===== config.mk =====
export PLATFORM = sky130hd
export DESIGN_NAME = jam_cost_server
export DESIGN_NICKNAME = d
export VERILOG_FILES = /design/src/rtl/jam_cost_server.sv
export SDC_FILE = /design/constraint.sdc
export NUM_CORES = 1
export LEC_CHECK = 0
export ABC_AREA = 1
export CAP_MARGIN = 20
export CORE_UTILIZATION = 30
export CTS_CLUSTER_DIAMETER = 100
export DETAILED_ROUTE_END_ITERATION = 8
export GPL_ROUTABILITY_DRIVEN = 0
export HOLD_SLACK_MARGIN = 0.06
export SYNTH_ARGS = -nofsm -noshare
export SYNTH_HDL_FRONTEND = slang
export SYNTH_SLANG_ARGS = --single-unit
export TNS_END_PERCENT = 30

===== constraint.sdc =====
create_clock -name CLK -period 5 [get_ports CLK]
set_input_delay 1 -clock CLK [delete_from_list [all_inputs] [get_ports CLK]]
set_output_delay 1 -clock CLK [all_outputs]
set_load 0.01 [all_outputs]

===== src/rtl/jam_cost_server.sv =====
// jam_cost_server: 8x8 worker/job cost table with streaming load, W/J lookup and result capture.
// Define JAM_COST_REG_EN for a registered Cost read (one-cycle latency).
module jam_cost_server #(
    parameter int LCNT_W = 16
) (
    input  logic              CLK,
    input  logic              RST,
    input  logic              clear,
    input  logic              load_en,
    input  logic [6:0]        load_data,
    output logic              load_ready,
    input  logic [2:0]        W,
    input  logic [2:0]        J,
    output logic [6:0]        Cost,
    input  logic              Valid,
    input  logic [9:0]        MinCost,
    input  logic [3:0]        MatchCount,
    output logic              serving,
    output logic              done,
    output logic [9:0]        res_min_cost,
    output logic [3:0]        res_match_count,
    output logic [LCNT_W-1:0] lookup_cnt
);
    localparam logic [1:0] IDLE = 2'd0, LOAD = 2'd1, SERVE = 2'd2, DONE = 2'd3;
    logic [1:0]        state_q, state_d;
    logic [5:0]        addr_q, addr_d;
    logic              done_q, done_d;
    logic [9:0]        res_min_cost_q, res_min_cost_d;
    logic [3:0]        res_match_count_q, res_match_count_d;
    logic [LCNT_W-1:0] lookup_cnt_q, lookup_cnt_d;
    logic [6:0]        mem_q [64];
    logic [6:0]        rd;
    logic              we, capture;
    always_comb begin
        we                = !clear && load_en && (state_q == IDLE || state_q == LOAD);
        capture           = !clear && Valid && state_q == SERVE;
        state_d           = clear ? IDLE : (we && addr_q == 6'd63) ? SERVE : we ? LOAD : capture ? DONE : state_q;
        addr_d            = clear ? 6'd0 : we ? addr_q + 6'd1 : addr_q;
        done_d            = capture;
        res_min_cost_d    = clear ? 10'd0 : capture ? MinCost : res_min_cost_q;
        res_match_count_d = clear ? 4'd0 : capture ? MatchCount : res_match_count_q;
        lookup_cnt_d      = clear ? '0
                          : (state_q == SERVE && !Valid && !(&lookup_cnt_q)) ? lookup_cnt_q + {{(LCNT_W-1){1'b0}}, 1'b1}
                          : lookup_cnt_q;
        rd                = mem_q[{W, J}];
    end
    always_ff @(posedge CLK or posedge RST) begin
        if (RST) begin
            state_q           <= IDLE;
            addr_q            <= 6'd0;
            done_q            <= 1'b0;
            res_min_cost_q    <= 10'd0;
            res_match_count_q <= 4'd0;
            lookup_cnt_q      <= '0;
        end else begin
            state_q           <= state_d;
            addr_q            <= addr_d;
            done_q            <= done_d;
            res_min_cost_q    <= res_min_cost_d;
            res_match_count_q <= res_match_count_d;
            lookup_cnt_q      <= lookup_cnt_d;
        end
    end
    // Table storage has no reset; Cost gating keeps stale entries hidden.
    always_ff @(posedge CLK) begin
        if (we) mem_q[addr_q] <= load_data;
    end
`ifdef JAM_COST_REG_EN
    logic [6:0] cost_q, cost_d;
    always_comb begin
        cost_d = (state_q == SERVE && state_d == SERVE) ? rd : 7'd0;
    end
    always_ff @(posedge CLK or posedge RST) begin
        if (RST) cost_q <= 7'd0;
        else     cost_q <= cost_d;
    end
    assign Cost = cost_q;
`else
    assign Cost = (state_q == SERVE) ? rd : 7'd0;
`endif
    assign load_ready      = state_q == IDLE || state_q == LOAD;
    assign serving         = state_q == SERVE;
    assign done            = done_q;
    assign res_min_cost    = res_min_cost_q;
    assign res_match_count = res_match_count_q;
    assign lookup_cnt      = lookup_cnt_q;
endmodule


==> out/results.ini <==
[run_status]
outcome = complete, no violations

[place]
place_ws_ns = 0.444
io_buffers = 71
dpl.hpwl_mm = 31.5
post_dp_cell_area_um2 = 22000

[sta]
hold_violations = 0
relSlewSlack = 0.309
setup-tns-final_ns = 0
finalClockSkew_ns = 0.0275
post-route-period-util = 0.937
rsz0062_at_grt = false
tightest_slew_ns = 1.04
clock.fmax_ghz = 0.213
setup_ws_ns = 0.315
min_period_ns = 4.69
setup_viol_count_final = 0
slew_viol_final = 0

[detailed_routing]
ant_nets = 0
vias = 13700
via_per_inst = 4.95
drt_iter0_drc = 1218
drc = 0
drt_first_pass_iters = 5
wl_per_cell_um = 18.7
wl_mm = 51.8

[setup_path]
path_cells = buf_6, buf_4, nand2_1, nand3_1, nand3_1, nand2_1, nand2_1, nand3_1, nand3_1, a21oi_1, clkdlybuf4s50_1
reg2reg_from = state_q[1]
path_class = in2out
critPathArrivalTime_ns = 3.69
timing.reg2reg.setup_slack_ns = 2.30
cp_slowest_stage_delay_ns = 0.63
cp.required_ns = 4.00
r2r_cells = 5
crit_slowest_cell = clkdlybuf4s50_1
critPathCaptureType = output pin
path_max_fanout = 47
startpoint_type = input port
path_delay_family = buffers and inverters
cp_common_cell = nand3_1
path_buf_inv = 3
r2r_end = mem_q[11][4]

[clock_tree]
h-tree-depth = 2
cts_buffer_depth = 3
clock-sinks = 487
root_buffer = clkbuf_16
cts.reportedPaths.clkPinSlew_ns = 0.06
cts_hold_buf = 0
cts_made_buffers = 50
postCtsResizedCells = 0
cts_tree = built
postCtsSetupRepairBufs = 0
clk_latency_ns = 0.60

[yosys]
synthArstFlopShare = 0.0801
synth_top_family_by_area = simple AND/OR/NAND/NOR gates
ys_top_cells_by_count = nand2_1 (609), edfxtp_1 (448), nand3_1 (398)
synth-compound-area-share = 0.0161
synth.most_common_cell = nand2_1
synth-main-ff-cell = edfxtp_1
synth.distinct_cells = 35
synth_xor_xnor_area_share = 0.00260
ys_seq_area_frac = 0.713
yosysTopAreaCell = edfxtp_1
synth-adder-area-share = 0.00124
synth_area_leaders = edfxtp_1 (67%), nand2_1 (11%), nand3_1 (9.8%), dfrtp_1 (4.8%), nor2_1 (1.4%)
syn_inst = 1792
syn_nets = 1826
synth.area.mux_share = 0
synth.avg_cell_area_um2 = 11.3
synthSimpleGateAreaFrac = 0.236
ys_warn_count = 0
ys_ff_latch = 487
synth_top_area_frac = 0.665
synth_edf_count = 448
netlist_area_um2 = 20200

[worst_hold_path]
min_path_type = reg2reg
min_from = res_min_cost[0]
hold_end = res_min_cost[0]
hold_depth = 1

[power]
total_power_mw = 8.62
vdd_drop_max_mv = 0.282
p_leak_nw = 8.49
power.switching_mw = 1.94
swShare = 0.224
combPwrFrac = 0.057
p_int_mw = 6.69
power.clock.fraction = 0.425
power_density_nw_per_um2 = 366
seqPwrFrac = 0.518

[cells_and_area]
drive_gt1_frac = 0.0758
fin_area_um2 = 23500
syn_to_final_growth_pct = 16.4
antennaDiodeCount = 0
finalNetCount = 1896
fill_cells = 6443

[floorplanning]
die_w_um = 262
row_count = 94
die_y_um = 262
die-area_um2 = 68500
design.portCount = 72
core_um2 = 66200
initial_core_util = 0.305

[global_routing]
grt_pass1_wl_mm = 79.5
grt_use_total = 0.152
grt_start_max_net_pins = 113
grt.overflow.total = 0
grt_pass1_vias = 13500
antenna_found_initial = 0

[job]
maxCapViolations = 0

[flip-flops by register name, indices dropped and copies added (netlist names)]
| signal | cells |
|---|---|
| addr_q | 6 |
| done | 1 |
| lookup_cnt | 16 |
| mem_q | 448 |
| res_match_count | 4 |
| res_min_cost | 10 |
| state_q | 2 |
[routing by layer]
metal / GRT usage / wire length (um)
met1: 0.202 / 22200
met2: 0.252 / 24500
met3: 0.0285 / 3670
met4: 0.0444 / 1330
met5: 0 / 0
[worst max-delay path by stage]
stage / from / end / slack, ns / cells after the start
after CTS: J[0] / Cost[3] / 0.44 / 11
after floorplan: J[0] / Cost[0] / 1.82 / 12
final: J[0] / Cost[3] / 0.31 / 11
after detailed placement: J[0] / Cost[3] / 0.44 / 11
after global routing: J[0] / Cost[3] / 0.22 / 11
after global placement: J[0] / Cost[3] / 0.44 / 11
[kinds of logic (layout without fill, tap and decap cells)]
group | Yosys count | in the layout
xor gates and xnor gates | 6 | 6
adders and majority gates | 2 | 2
and+or+nand+nor | 1115 | 1115
DFF | 487 | 487
buffers and inverters | 136 | 243
AOI/OAI and AO/OA | 46 | 46
[power groups by stage]
stage | Clock [mW] | Combinational (mW) | Sequential [mW]
2_1_floorplan | 0 | 0.277 | 4.55
3_3_place_gp | 0 | 0.490 | 4.55
6_report | 3.67 | 0.492 | 4.47
3_5_place_dp | 0 | 0.493 | 4.55
5_1_grt | 3.88 | 0.542 | 4.46
4_1_cts | 3.73 | 0.495 | 4.46
[through the flow]
step           hold slack [ns]  std cells   util
2_1_floorplan            0.477       1792      -
6_report                 0.502       2763  0.356
3_3_place_gp             0.489       2674  0.332
4_1_cts                  0.504       2763  0.356
5_1_grt                  0.527       2763  0.356
3_5_place_dp             0.484       2674  0.332
[layout make-up]
| type | instances | area [um2] | share of cell area |
|---|---|---|---|
| inverters | 37 | 145 | 0.00616 |
| clock inverters | 31 | 308 | 0.0131 |
| multi-input cells | 1169 | 5170 | 0.220 |
| clock buffers | 58 | 1280 | 0.0544 |
| repair buffers | 117 | 1130 | 0.0479 |
| flip-flops and latches | 487 | 14400 | 0.613 |
| well taps | 864 | 1080 | 0.0459 |
[cells in the final DEF, fill, tap and decap left out, types with 5 or more instances in the layout]
cell	count
a21oi_1	10
a22o_1	14
buf_12	9
buf_2	8
buf_4	38
bufinv_16	5
clkbuf_1	8
clkbuf_16	50
clkdlybuf4s50_1	61
clkinv_1	14
clkinv_2	7
dfrtp_1	39
edfxtp_1	448
inv_1	28
inv_2	6
nand2_1	609
nand3_1	398
nand4_1	7
nor2_1	78
nor3_1	12
o21ai_0	9
o21ai_2	5
xor2_1	6
(Power assumes the default switching activity.)
